[config.mk]
export PLATFORM = sky130hd
export DESIGN_NAME = enigma_cmd_parser
export DESIGN_NICKNAME = d
export VERILOG_FILES = /design/src/rtl/enigma_pkg.sv /design/src/rtl/enigma_cmd_parser_char_fifo.sv /design/src/rtl/enigma_cmd_parser.sv
export SDC_FILE = /design/constraint.sdc
export NUM_CORES = 1
export LEC_CHECK = 0
export ABC_AREA = 1
export CELL_PAD_IN_SITES_DETAIL_PLACEMENT = 1
export CELL_PAD_IN_SITES_GLOBAL_PLACEMENT = 1
export CORE_MARGIN = 5
export CORE_UTILIZATION = 43
export CTS_CLUSTER_SIZE = 16
export DETAILED_ROUTE_END_ITERATION = 12
export PLACE_DENSITY_LB_ADDON = 0.1
export SYNTH_ARGS = -nofsm -noshare
export SYNTH_HDL_FRONTEND = slang
export SYNTH_SLANG_ARGS = --single-unit
[constraint.sdc]
create_clock -name clk -period 1.9 [get_ports clk]
set_input_delay 0.475 -clock clk [delete_from_list [all_inputs] [get_ports clk]]
set_output_delay 0.475 -clock clk [all_outputs]
set_load 0.005 [all_outputs]
[src/rtl/enigma_pkg.sv]
// Shared constants, FSM encoding and byte-classification helpers for the
// Enigma command parser.
package enigma_pkg;

  localparam int LETTER_W = 5;

  localparam logic [7:0] ASCII_UC_A = 8'h41;
  localparam logic [7:0] ASCII_LC_A = 8'h61;
  localparam logic [7:0] ASCII_BANG = 8'h21;
  localparam logic [7:0] ASCII_ONE  = 8'h31;

  localparam logic [2:0] CFG_ADDR_POS_L  = 3'd0;
  localparam logic [2:0] CFG_ADDR_POS_M  = 3'd1;
  localparam logic [2:0] CFG_ADDR_POS_R  = 3'd2;
  localparam logic [2:0] CFG_ADDR_RING_L = 3'd3;
  localparam logic [2:0] CFG_ADDR_RING_M = 3'd4;
  localparam logic [2:0] CFG_ADDR_RING_R = 3'd5;

  typedef enum logic [1:0] {ST_IDLE, ST_FIELD, ST_VALUE, ST_APPLY} state_t;

  // Folding bit 5 maps upper case onto lower case; nothing else lands in a..z.
  function automatic logic is_letter(input logic [7:0] b);
    logic [7:0] l;
    l = b | 8'h20;
    return (l >= ASCII_LC_A) && (l <= 8'h7A);
  endfunction

  function automatic logic [LETTER_W-1:0] letter_idx(input logic [7:0] b);
    logic [7:0] d;
    d = (b | 8'h20) - ASCII_LC_A;
    return d[LETTER_W-1:0];
  endfunction

  // Returns {ok, addr} for the field selector byte after '!'.
  function automatic logic [3:0] field_sel(input logic [7:0] b);
    logic [7:0] l;
    l = b | 8'h20;
    if (l == 8'h6C)                    return {1'b1, CFG_ADDR_POS_L};
    else if (l == 8'h6D)               return {1'b1, CFG_ADDR_POS_M};
    else if (l == 8'h72)               return {1'b1, CFG_ADDR_POS_R};
    else if (b == ASCII_ONE)           return {1'b1, CFG_ADDR_RING_L};
    else if (b == ASCII_ONE + 8'd1)    return {1'b1, CFG_ADDR_RING_M};
    else if (b == ASCII_ONE + 8'd2)    return {1'b1, CFG_ADDR_RING_R};
    else                               return 4'b0000;
  endfunction

endpackage

[src/rtl/enigma_cmd_parser_char_fifo.sv]
// Synchronous show-ahead FIFO; a simultaneous push and pop both succeed even when full.
module char_fifo #(
  parameter int DEPTH = 4,
  parameter int AW    = 2,
  parameter int W     = 5
) (
  input  logic          clk,
  input  logic          rst,
  input  logic          push,
  input  logic [W-1:0]  wdata,
  input  logic          pop,
  output logic [W-1:0]  rdata,
  output logic          full,
  output logic          empty,
  output logic [AW:0]   count
);

  logic [W-1:0]  r_mem [DEPTH];
  logic [AW-1:0] r_wp, r_rp;
  logic [AW:0]   r_count;
  logic          w_do_pop, w_do_push;

  assign empty     = (r_count == '0);
  assign full      = (r_count == (AW+1)'(DEPTH));
  assign count     = r_count;
  assign rdata     = r_mem[r_rp];
  assign w_do_pop  = pop && !empty;
  assign w_do_push = push && (!full || w_do_pop);

  always_ff @(posedge clk)
    if (w_do_push) r_mem[r_wp] <= wdata;

  always_ff @(posedge clk or posedge rst) begin
    if (rst) begin
      r_wp    <= '0;
      r_rp    <= '0;
      r_count <= '0;
    end else begin
      if (w_do_push) r_wp <= r_wp + 1'b1;
      if (w_do_pop)  r_rp <= r_rp + 1'b1;
      case ({w_do_push, w_do_pop})
        2'b10:   r_count <= r_count + 1'b1;
        2'b01:   r_count <= r_count - 1'b1;
        default: r_count <= r_count;
      endcase
    end
  end

endmodule

[src/rtl/enigma_cmd_parser.sv]
// UART-byte parser: queues plaintext letters for the cipher core and turns
// "!<field><letter>" commands into config writes ordered behind queued letters.
module enigma_cmd_parser
  import enigma_pkg::*;
#(
  parameter int FIFO_DEPTH = 4,
  parameter int FIFO_AW    = 2
) (
  input  logic                clk,
  input  logic                rst,
  input  logic [7:0]          rx_byte,
  input  logic                rx_valid,
  input  logic                rx_error,
  output logic [LETTER_W-1:0] char_data,
  output logic                char_valid,
  input  logic                char_ready,
  output logic                cfg_wr,
  output logic [2:0]          cfg_addr,
  output logic [LETTER_W-1:0] cfg_data,
  output logic                cmd_error,
  output logic                drop_error,
  output logic                frame_error
);

  // Classification stage, aligned with the registered rx_error edge
  logic                r_s1_vld, r_s1_letter, r_s1_bang, r_s1_fld_ok;
  logic [2:0]          r_s1_fld_addr;
  logic [LETTER_W-1:0] r_s1_idx;
  logic                r_rxerr_q, r_abort;

  state_t              r_state;
  logic                r_cfg_wr, r_cmd_err, r_drop;
  logic [2:0]          r_cfg_addr;
  logic [LETTER_W-1:0] r_cfg_data;

  logic                w_push, w_pop, w_full, w_empty, w_fifo_drop;
  logic [FIFO_AW:0]    w_count;
  logic [3:0]          w_fsel;

  assign w_fsel = field_sel(rx_byte);

  always_ff @(posedge clk or posedge rst) begin
    if (rst) begin
      r_s1_vld      <= 1'b0;
      r_s1_letter   <= 1'b0;
      r_s1_bang     <= 1'b0;
      r_s1_fld_ok   <= 1'b0;
      r_s1_fld_addr <= '0;
      r_s1_idx      <= '0;
      r_rxerr_q     <= 1'b0;
      r_abort       <= 1'b0;
    end else begin
      r_s1_vld      <= rx_valid;
      r_s1_letter   <= is_letter(rx_byte);
      r_s1_bang     <= (rx_byte == ASCII_BANG);
      r_s1_fld_ok   <= w_fsel[3];
      r_s1_fld_addr <= w_fsel[2:0];
      r_s1_idx      <= letter_idx(rx_byte);
      r_rxerr_q     <= rx_error;
      r_abort       <= rx_error && !r_rxerr_q;
    end
  end

  assign w_push      = r_s1_vld && r_s1_letter && (r_state == ST_IDLE);
  assign w_pop       = char_valid && char_ready;
  assign w_fifo_drop = w_push && w_full && !w_pop;
  assign char_valid  = !w_empty;

  char_fifo #(.DEPTH(FIFO_DEPTH), .AW(FIFO_AW), .W(LETTER_W)) u_fifo (
    .clk   (clk),
    .rst   (rst),
    .push  (w_push),
    .wdata (r_s1_idx),
    .pop   (w_pop),
    .rdata (char_data),
    .full  (w_full),
    .empty (w_empty),
    .count (w_count)
  );

  always_ff @(posedge clk or posedge rst) begin
    if (rst) begin
      r_state    <= ST_IDLE;
      r_cfg_wr   <= 1'b0;
      r_cmd_err  <= 1'b0;
      r_drop     <= 1'b0;
      r_cfg_addr <= '0;
      r_cfg_data <= '0;
    end else begin
      r_cfg_wr  <= 1'b0;
      r_cmd_err <= 1'b0;
      r_drop    <= w_fifo_drop;
      case (r_state)
        ST_IDLE:
          if (r_s1_vld && r_s1_bang) r_state <= ST_FIELD;
        ST_FIELD:
          if (r_s1_vld) begin
            if (r_s1_fld_ok) begin
              r_cfg_addr <= r_s1_fld_addr;
              r_state    <= ST_VALUE;
            end else begin
              r_cmd_err <= 1'b1;
              r_state   <= ST_IDLE;
            end
          end
        ST_VALUE:
          if (r_s1_vld) begin
            if (r_s1_letter) begin
              r_cfg_data <= r_s1_idx;
              r_state    <= ST_APPLY;
            end else begin
              r_cmd_err <= 1'b1;
              r_state   <= ST_IDLE;
            end
          end
        ST_APPLY: begin
          if (r_s1_vld) r_drop <= 1'b1;
          // Letters queued before the command must reach the core first
          if (w_count == '0 && !w_push) begin
            r_cfg_wr <= 1'b1;
            r_state  <= ST_IDLE;
          end
        end
        default: r_state <= ST_IDLE;
      endcase
      // The abort overrides whatever the byte in this cycle decided
      if (r_abort && (r_state == ST_FIELD || r_state == ST_VALUE))
        r_state <= ST_IDLE;
    end
  end

  assign cfg_wr      = r_cfg_wr;
  assign cfg_addr    = r_cfg_addr;
  assign cfg_data    = r_cfg_data;
  assign cmd_error   = r_cmd_err;
  assign drop_error  = r_drop;
  assign frame_error = r_abort;

endmodule

==> metrics.yaml <==
hold_class: "flip-flop to flip-flop"
io_pins: 31
fin_nets: 322
antenna_found_initial: 0
core.rowCount: 27
syn2layout_area_growth_pct: 25.4
grt_pass1_wl_um: 8770
period_share_pct: 97.3
syn_area_mm2: 0.00248
num_antenna_cells: 0
path_cells: "buf_6, buf_4, o21ai_2, o22ai_2, clkbuf_2"
die_y_um: 86
clk_latency_ps: 310
syn_inst: 239
clkTransAtPathRegs_ps: 100
cts-hold-fix-buffers: 0
critPathTopFamily: "buffers and inverters"
rrSetupSlack_ps: 150
initial_core_util_pct: 44.6
die_area_mm2: 0.00740
hold_path_depth: 1
r2r-end: "u_fifo.count[1]"
fin_worst_skew_ps: 8.63
portBuffers: 30
switchingPower_mw: 1.32
critical_path_class: "flip-flop to primary output"
cp_slowest_cell: "dfrtp_1"
dr.pass1.iters: 4
place_ws_ps: -49.2
setup_viol: 0
grt_max_degree: 35
grt_pass1_vias: 1943
worst_pin_slew_ps: 439
overflow: 0
timing.critical_path.buf_inv: 3
relSlewSlack_pct: 70.7
hold_start: "r_rxerr_q"
switching_share_pct: 35.1
fin_ws_ps: 51.3
arrival_ps: 1370
ys_types: 23
static-leakage-power_nw: 1.49
clkPwrFrac_pct: 17.2
maxCapViolCount: 0
cts_made_buffers: 5
cts.sinks: 54
status: "finished clean"
rsz0062_at_grt: "true"
rr_worst_depth: 8
drc: 0
seqPwrFrac_pct: 41.3
core-area_mm2: 0.00557
routedWlPerCell_um: 13.3
power_density_mw_per_mm2: 1210
finish.utilization_pct: 55.9
avgSynthCellArea_um2: 10.4
syn_nets: 267
drt_first_iter_violations: 93
crit_required_ps: 1420
ant_nets: 0
crit_path_max_incr_delay_ps: 410
holdWs_ps: 401
vias: 1761
slew_viol_final: 0
cp-start-kind: "flip-flop"
finalHoldViolCount: 0
gp_congestion: 0.885
synth_seq_cells: 54
viasPerCell: 4.80
yosysWarningCount: 0
htree_levels: 2
share_comb_of_total_power_pct: 41.5
clock_path_buffers: 2
r2r_start: "r_state[0]"
worstSetupEndpointType: "primary output"
drive_gt1_share_pct: 20.3
worst_hold_path.endpoint: "frame_error"
grt_use_total_pct: 15.1
p_int_mw: 2.45
clock.fmax_mhz: 541
hpwl_um: 3770
tritoncts: "done"
drt_wl_total_um: 4900
peakVddDrop_v: 0.000549
clock-root-buffer: "clkbuf_8"
fin_crit_ps: 1850
ys_seq_area_share_pct: 58.4
cp_max_fo: 7
die_w_um: 86
==> flip-flops by register name, summed over array words and instances (netlist names), 2 cells and up <==
| register | flops |
|---|---|
| u_fifo.r_wp | 2 |
| cfg_addr | 3 |
| r_state | 2 |
| cfg_data | 5 |
| r_s1_idx | 5 |
| u_fifo.r_rp | 2 |
| r_s1_fld_addr | 3 |
| u_fifo.r_mem | 20 |
| u_fifo.count | 3 |
==> cell usage after synthesis <==
library cell | number | area share [%]
a31oi_1 | 1 | 0.25
buf_2 | 2 | 0.40
nor3_1 | 2 | 0.40
ha_1 | 14 | 7.1
mux2_2 | 8 | 3.6
edfxtp_1 | 20 | 24
xor2_1 | 4 | 1.4
nor2_4 | 2 | 0.91
nand2_2 | 5 | 1.3
nand2_1 | 34 | 5.1
inv_2 | 1 | 0.15
o21ai_1 | 1 | 0.20
a21oi_1 | 7 | 1.4
nor2_1 | 31 | 4.7
inv_1 | 36 | 5.4
nand3_2 | 3 | 1.2
nand3_1 | 13 | 2.6
o21ai_0 | 11 | 2.2
dfrtp_1 | 34 | 34
fa_1 | 1 | 0.81
o22ai_1 | 5 | 1.3
o21ai_2 | 1 | 0.35
nand4_1 | 3 | 0.76
==> per-layer routing <==
metal	part of all wire [%]	global-route usage (%)	up-vias
li1	-	-	884
met5	0	0	-
met4	1.6	5.32	0
met1	46	18.9	838
met2	49	25.7	30
met3	3.7	3.17	9
==> worst max path at each step <==
stage / start / endpoint / slack (ps) / cells after the start
finish: u_fifo.r_rp[0] / char_data[1] / 50 / 5
global route: u_fifo.r_rp[0] / char_data[1] / -30 / 5
CTS: u_fifo.r_rp[0] / char_data[1] / -70 / 5
detailed placement: u_fifo.r_rp[0] / char_data[1] / -50 / 4
global placement: u_fifo.r_rp[0] / char_data[2] / 5 / 4
floorplan: r_state[0] / u_fifo.count[1] / 280 / 8
==> cell usage in the layout (no fill, tap or decap), types with 3 or more instances in the layout <==
cell	n
nand2_1	34
o22ai_1	4
dfrtp_1	33
clkdlybuf4s50_1	24
edfxtp_1	20
a21oi_1	7
ha_1	14
nand4_1	3
buf_4	19
clkbuf_8	5
nand3_2	3
clkinv_4	3
nand3_1	13
o21ai_0	10
nor2_1	29
clkbuf_2	3
nand2_2	5
mux2_2	8
inv_1	34
xor2_1	4
==> worst reg2reg max path: stages (launching register included) <==
cell	delay, ps
dfrtp_1	430
inv_1	100
ha_1	250
nand3_2	120
nand3_2	110
fa_1	490
inv_1	40
nand2_1	60
o21ai_2	50
==> power by group through the flow <==
| stage | Sequential [mW] | Clock, mW | Combinational, mW |
|---|---|---|---|
| after floorplan | 1.57 | 0 | 0.860 |
| after global placement | 1.59 | 0 | 1.41 |
| after detailed placement | 1.60 | 0 | 1.46 |
| after CTS | 1.56 | 0.673 | 1.62 |
| after global routing | 1.58 | 0.739 | 1.78 |
| final | 1.56 | 0.648 | 1.56 |
==> cell type report <==
| class | count | area (µm²) |
|---|---|---|
| fillers | 648 | 2460 |
| flip-flops and latches | 54 | 1450 |
| multi-input cells | 146 | 898 |
| repair buffers | 50 | 432 |
| inverters | 37 | 146 |
| well taps | 72 | 90.1 |
| clock buffers | 5 | 68.8 |
| clock inverters | 3 | 26.3 |
==> cells by family (layout without fill, tap and decap cells) <==
| logic type | after synthesis | after routing | synth area share (%) |
|---|---|---|---|
| XOR/XNOR | 4 | 4 | 1.41 |
| flip-flops | 54 | 54 | 58.4 |
| AND/OR/NAND/NOR | 93 | 93 | 17.0 |
| buffers and inverters | 39 | 95 | 5.99 |
| AO/OA/AOI/OAI | 26 | 26 | 5.69 |
| multiplexers | 8 | 8 | 3.63 |
| adder cells (fa/ha/maj) | 15 | 15 | 7.86 |
==> per-stage QoR <==
stage | power, mW | TNS [ps] | cell area, µm² | instances
2_1_floorplan | 2.43 | 0 | 2480 | 239
3_3_place_gp | 3.00 | 0 | 2950 | 351
3_5_place_dp | 3.06 | -49.2 | 2950 | 351
4_1_cts | 3.85 | -73.3 | 3120 | 367
5_1_grt | 4.11 | -33.3 | 3110 | 367
6_report | 3.77 | 0 | 3110 | 367
==> timing repair <==
action                     CTS  global route
setup endpoints to repair    6             6
setup buffers                8             0
resized for setup           19            12
cloned                       0             0
pin swaps                    2             3
(Power assumes the default switching activity.)
